--- src/rtl/mag_frame_stats.sv ---
// mag_frame_stats: gathers FRAME_LEN unsigned magnitudes over a valid/ready
// input, then presents their sum and maximum as one held result beat.
// A frame is dropped by flush or reset; nothing partial is ever emitted.
module mag_frame_stats #(
   parameter int DATA_W    = 4,
   parameter int FRAME_LEN = 8,
   parameter int SUM_W     = DATA_W + $clog2(FRAME_LEN),
   parameter int CNT_W     = $clog2(FRAME_LEN)
) (
   input  logic              clk,
   input  logic              rst_n,
   input  logic              flush,
   input  logic [DATA_W-1:0] mag_in,
   input  logic              in_valid,
   output logic              in_ready,
   output logic [SUM_W-1:0]  sum_out,
   output logic [DATA_W-1:0] max_out,
   output logic              out_valid,
   input  logic              out_ready
);

   typedef enum logic {
      ACC  = 1'b0,
      HOLD = 1'b1
   } state_t;

   state_t            state_reg, state_next;
   logic [CNT_W-1:0]  count_reg, count_next;
   logic [SUM_W-1:0]  acc_sum_reg, acc_sum_next;
   logic [DATA_W-1:0] acc_max_reg, acc_max_next;
   logic [SUM_W-1:0]  sum_out_reg, sum_out_next;
   logic [DATA_W-1:0] max_out_reg, max_out_next;

   // Running totals including the sample on mag_in this cycle.
   logic [SUM_W-1:0]  sum_incl;
   logic [DATA_W-1:0] max_incl;
   logic              last_sample;

   assign sum_incl    = acc_sum_reg + SUM_W'(mag_in);
   assign max_incl    = (mag_in > acc_max_reg) ? mag_in : acc_max_reg;
   assign last_sample = (count_reg == CNT_W'(FRAME_LEN - 1));

   // Handshake signals follow the state register directly, so both are glitch-free.
   assign in_ready  = (state_reg == ACC);
   assign out_valid = (state_reg == HOLD);
   assign sum_out   = sum_out_reg;
   assign max_out   = max_out_reg;

   // Next-state and datapath update; flush overrides any accept or consume.
   always_comb begin
      state_next   = state_reg;
      count_next   = count_reg;
      acc_sum_next = acc_sum_reg;
      acc_max_next = acc_max_reg;
      sum_out_next = sum_out_reg;
      max_out_next = max_out_reg;

      case (state_reg)
         ACC: begin
            if (in_valid) begin
               if (last_sample) begin
                  sum_out_next = sum_incl;
                  max_out_next = max_incl;
                  acc_sum_next = '0;
                  acc_max_next = '0;
                  count_next   = '0;
                  state_next   = HOLD;
               end else begin
                  acc_sum_next = sum_incl;
                  acc_max_next = max_incl;
                  count_next   = count_reg + CNT_W'(1);
               end
            end
         end
         HOLD: begin
            if (out_ready) begin
               state_next = ACC;
            end
         end
         default: begin
            state_next = ACC;
         end
      endcase

      // Result registers keep their last value on flush; out_valid drops.
      if (flush) begin
         state_next   = ACC;
         count_next   = '0;
         acc_sum_next = '0;
         acc_max_next = '0;
         sum_out_next = sum_out_reg;
         max_out_next = max_out_reg;
      end
   end

   // State and datapath registers with synchronous active-low reset.
   always_ff @(posedge clk) begin
      if (!rst_n) begin
         state_reg   <= ACC;
         count_reg   <= '0;
         acc_sum_reg <= '0;
         acc_max_reg <= '0;
         sum_out_reg <= '0;
         max_out_reg <= '0;
      end else begin
         state_reg   <= state_next;
         count_reg   <= count_next;
         acc_sum_reg <= acc_sum_next;
         acc_max_reg <= acc_max_next;
         sum_out_reg <= sum_out_next;
         max_out_reg <= max_out_next;
      end
   end

endmodule

--- config.mk ---
export PLATFORM = sky130hd
export DESIGN_NAME = mag_frame_stats
export DESIGN_NICKNAME = d
export VERILOG_FILES = /design/src/rtl/mag_frame_stats.sv
export SDC_FILE = /design/constraint.sdc
export NUM_CORES = 1
export LEC_CHECK = 0
export CAP_MARGIN = 40
export CORE_MARGIN = 1
export CORE_UTILIZATION = 57
export CTS_CLUSTER_DIAMETER = 60
export CTS_CLUSTER_SIZE = 20
export DETAILED_ROUTE_END_ITERATION = 8
export MAX_ROUTING_LAYER = met4
export PLACE_DENSITY = 0.84
export SYNTH_ARGS = -nofsm -noshare
export SYNTH_HDL_FRONTEND = slang
export SYNTH_SLANG_ARGS = --single-unit
export TNS_END_PERCENT = 50
--- constraint.sdc ---
create_clock -name clk -period 4.2 [get_ports clk]
set_clock_uncertainty 0.05 [all_clocks]
set_input_delay 0.84 -clock clk [delete_from_list [all_inputs] [get_ports clk]]
set_output_delay 0.84 -clock clk [all_outputs]
set_load 0.02 [all_outputs]
== Yosys cells after proc, flatten, opt, wreduce, memory -nomap -nowiden ==
Index checks and enable logic that the tools add are counted.
Storage, ports and cells
  bits in registers: 26
  output and inout port bits: 13
  logic and storage cells: 24
Cells by class
  add/sub/neg operators: 2
  $lt $le $gt $ge: 1
  equal/unequal tests: 1
  multiplexer cells: 8
  bitwise logic cells: 3
  reductions and logical operators: 3
Operator list (number)
  $mux W4: 2
  $add A7 B4 Y7: 1
  $mux W7: 1
  $gt A4 B4 Y1: 1
  $reduce_and A4 Y1: 1
  $add A3 B1 Y3 const B: 1
  $eq A3 B3 Y1 const B: 1
  $mux W1: 3
  $mux W3: 1
  $not A1 Y1: 3
  $pmux W1 S2: 1
  $reduce_and A2 Y1: 1
  $reduce_or A2 Y1: 1

== Longest topological paths before layout ==
  word-level depth: 4
  mapped depth: 8
  gate-level depth less buffers: 8

== Worst setup path after synthesis ==
OpenSTA, ideal clock, no wires.
  path kind: in2reg
  from: input mag_in[0]
  to: register sum_out_reg[6] (netlist: sum_out[6])
  library setup time: 0.119 ns
  data arrival time: 2.053 ns
  path slack: 1.978 ns
  cell stages on the path: 8
  path buffers: 0
  cells stage by stage: ha_1 -> inv_1 -> fa_1 -> and2b_1 -> o21ai_2 -> a21oi_2 -> xnor2_1 -> a21oi_1
Between the ends
  longest elaborated chain between the ends: 1
RTL lines
  from (decl): line 13  | input logic [DATA_W-1:0] mag_in,
  $add A7 B4 Y7: line 39  | assign sum_incl = acc_sum_reg + SUM_W'(mag_in);
  to (signal assigned): line 110  | sum_out_reg <= sum_out_next;
  to (decl): line 31  | logic [SUM_W-1:0] sum_out_reg, sum_out_next;
Every way passes these cells.
A chain may end at the register's enable or synchronous reset.

== Worst setup path after layout ==
Ends and elaborated chain as after synthesis.

==> key figures <==
Outcome
  – Status: complete, no violations

Global routing
  – Grt ovf: 0
  – Tot GR Track Use: 0.2582
  – First-pass GRT wire length: 5023 um
  – Largest net degree at the start of global routing: 19
  – Vias in the first global route: 1124
  – Initial antenna violation count: 0

Synth
  – Syn_nets: 172
  – Post-Syn Instances: 152
  – #FFs+latches synth: 26
  – Netlist Area Pre-Place: 1414 um2
  – Post-synth top area cell: dfxtp_1
  – Count leader, synth: dfxtp_1
  – Predominant post-synthesis flop cell: dfxtp_1
  – Synth top area share: 0.3681
  – Avg Inst Size Synth: 9.302 um2
  – Yosys warns: 0
  – EDFF count, synth: 0
  – Synth top area cells: dfxtp_1 37%, ha_1 8.8%, a21oi_1 4.6%
  – Post-synthesis async set-or-reset flop share: 0
  – Synth cell types: 44
  – Sequential area share after synthesis: 0.3681
  – Synth top cells by count: 26 x dfxtp_1, 13 x a21oi_1, 13 x nand2_1

Setup path
  – Startpoint types: input pin
  – Worst EP required: 4370 ps
  – Crit path max fanout: 3
  – Kind of critical path: input pin to flip-flop
  – Slowest CP cell: clkdlybuf4s50_1
  – CP arrival: 2720 ps
  – Crit-path cells: clkdlybuf4s50_1 -> ha_1 -> inv_1 -> fa_1 -> and2b_1 -> o21ai_2 -> a21oi_2 -> xnor2_1 -> a21oi_1
  – CP endpoint kind: flip-flop
  – CP max stage delay: 500 ps

Worst hold path
  – Hold Path Class: flip-flop to flip-flop

Power
  – PD cells: 297.5 nW/um2
  – Total Power: 493.6 uW
  – Leak: 0.6668 nW
  – VDD IR-drop max: 0.0002349 V

STA
  – Final min period: 2548 ps
  – RSZ-0062 raised after global routing: no
  – Worst-margin pin slew: 728.0 ps
  – Setup TNS: 0 ps
  – Max Clk Rate: 392.4 MHz
  – Max_slew headroom: 0.5137
  – Final hold vios: 0
  – Final setup violating endpoints: 0
  – Slew Limit Fails: 0
  – Final period utilization: 0.6067

Detailed routing
  – DR DRC count: 0
  – Routed Antenna Nets: 0
  – Wire length per cell: 14.40 um
  – Detailed Route WL: 2851 um
  – Initial drt markers: 15
  – Routed vias/inst: 5.732
  – TritonRoute pass-1 iters: 4
  – Vias post-DR: 1135

Clocking
  – Clk_lat worst skew: 330 ps
  – Setup bufs post-CTS: 0
  – CTS tree: built
  – CTS Root Buffer Type: clkbuf_4
  – Post-CTS Hold Fix Bufs: 0
  – Sinks on Clock Net: 26
  – Post-cts gate resize count: 0
  – Cts bufs inserted: 3
  – Clock Tree Buf Depth: 2
  – Clk slew on worst S/H paths: 140 ps
  – Number of H-tree levels: 1

Cells and area
  – Nets@finish: 191
  – Ratio of cells with drive above 1 in the final layout: 0.09412
  – Syn-to-layout area delta: 17.35%
  – Register Area: 520.5 um2
  – Antenna cells: 0
  – Filler instances: 157
  – Multi-input gate area: 803.3 um2

Placement
  – Hpwl dp: 2074 um
  – GPL Wtd Cong: 0.8140
  – Port Buffer Count: 21

Floorplanning
  – Die Span Y: 51.81 um
  – Starting Density: 0.6212
  – Std-Cell Core Area: 2276 um2
  – Die area: 2684 um2
  – IO Pins: 22
  – Row count: 17
  – Die Width: 51.81 um

Run
  – Max-cap viol count: 0
==> path summary, 6_finish.rpt <==
path | startpoint | to | slack (ps) | cells past startpoint
setup / recovery | mag_in[0] | sum_out[6]$_SDFFE_PN0P_ | 1650 | 9
hold / removal | count_reg[1]$_SDFFE_PP0P_ | count_reg[1]$_SDFFE_PP0P_ | 420 | 2
setup reg to reg | acc_sum_reg[0]$_SDFFE_PP0P_ | sum_out[6]$_SDFFE_PN0P_ | 2320 | 8
hold reg to reg | count_reg[1]$_SDFFE_PP0P_ | count_reg[1]$_SDFFE_PP0P_ | 420 | 2
==> where the power goes <==
group	leakage, nW	switching (mW)	internal, mW
Combinational	0.429	0.0370	0.0291
Clock	0.0279	0.0781	0.0966
Sequential	0.210	0.00258	0.250
==> stage by stage <==
step                worst slack [ps]  instances    util  hold slack, ps  area [um2]
floorplan                       1978        152       -           383.0        1414
global placement                1382        194  0.7059           392.7        1607
detailed placement              1314        194  0.7059           402.1        1607
CTS                             1655        198  0.7290           420.6        1659
global route                    1531        198  0.7290           453.0        1659
finish                          1652        198  0.7290           419.7        1659
==> worst max-delay path, delay by kind of cell <==
kind                       cells  cell delay [ps]
adders and majority gates      2              590
buffers and inverters          2              560
AOI/OAI and AO/OA              3              360
and+or+nand+nor                1              220
xor gates and xnor gates       1              140
==> cell type report <==
| class | count | area share |
|---|---|---|
| Clock buffer | 3 | 0.01357 |
| Clock inverter | 1 | 0.01810 |
| Inverter | 10 | 0.02262 |
| Multi-Input combinational cell | 109 | 0.4842 |
| Sequential cell | 26 | 0.3137 |
| Tap cell | 28 | 0.02112 |
| Timing Repair Buffer | 21 | 0.1267 |
==> layer usage <==
| layer | wire (um) | track usage |
|---|---|---|
| met1 | 1292 | 0.3327 |
| met2 | 1363 | 0.4264 |
| met3 | 167 | 0.02924 |
| met4 | 27 | 0.07658 |
| met5 | 0 | - |
==> placed cells by master (no fill, tap or decap), types with 6 or more instances in the layout <==
| cell | netlist | routed |
|---|---|---|
| dfxtp_1 | 26 | 26 |
| clkdlybuf4s50_1 | 0 | 21 |
| nand2_1 | 13 | 13 |
| a21oi_1 | 13 | 13 |
| inv_1 | 10 | 10 |
| ha_1 | 10 | 10 |
| nor2_1 | 9 | 9 |
| o21ai_0 | 6 | 6 |
| mux2i_1 | 6 | 6 |
==> cell families (layout without fill, tap and decap cells) <==
logic type                 count (synthesis)  after routing  share of synthesized area
adders and majority gates                 11             11                     0.1027
AOI/OAI and AO/OA                         40             40                     0.1982
xor gates and xnor gates                   5              5                    0.03097
DFF                                       26             26                     0.3681
and+or+nand+nor                           47             47                     0.1938
buffers and inverters                     17             35                    0.06371
muxes                                      6              6                    0.04248
Power figures use the tool's default switching activity.
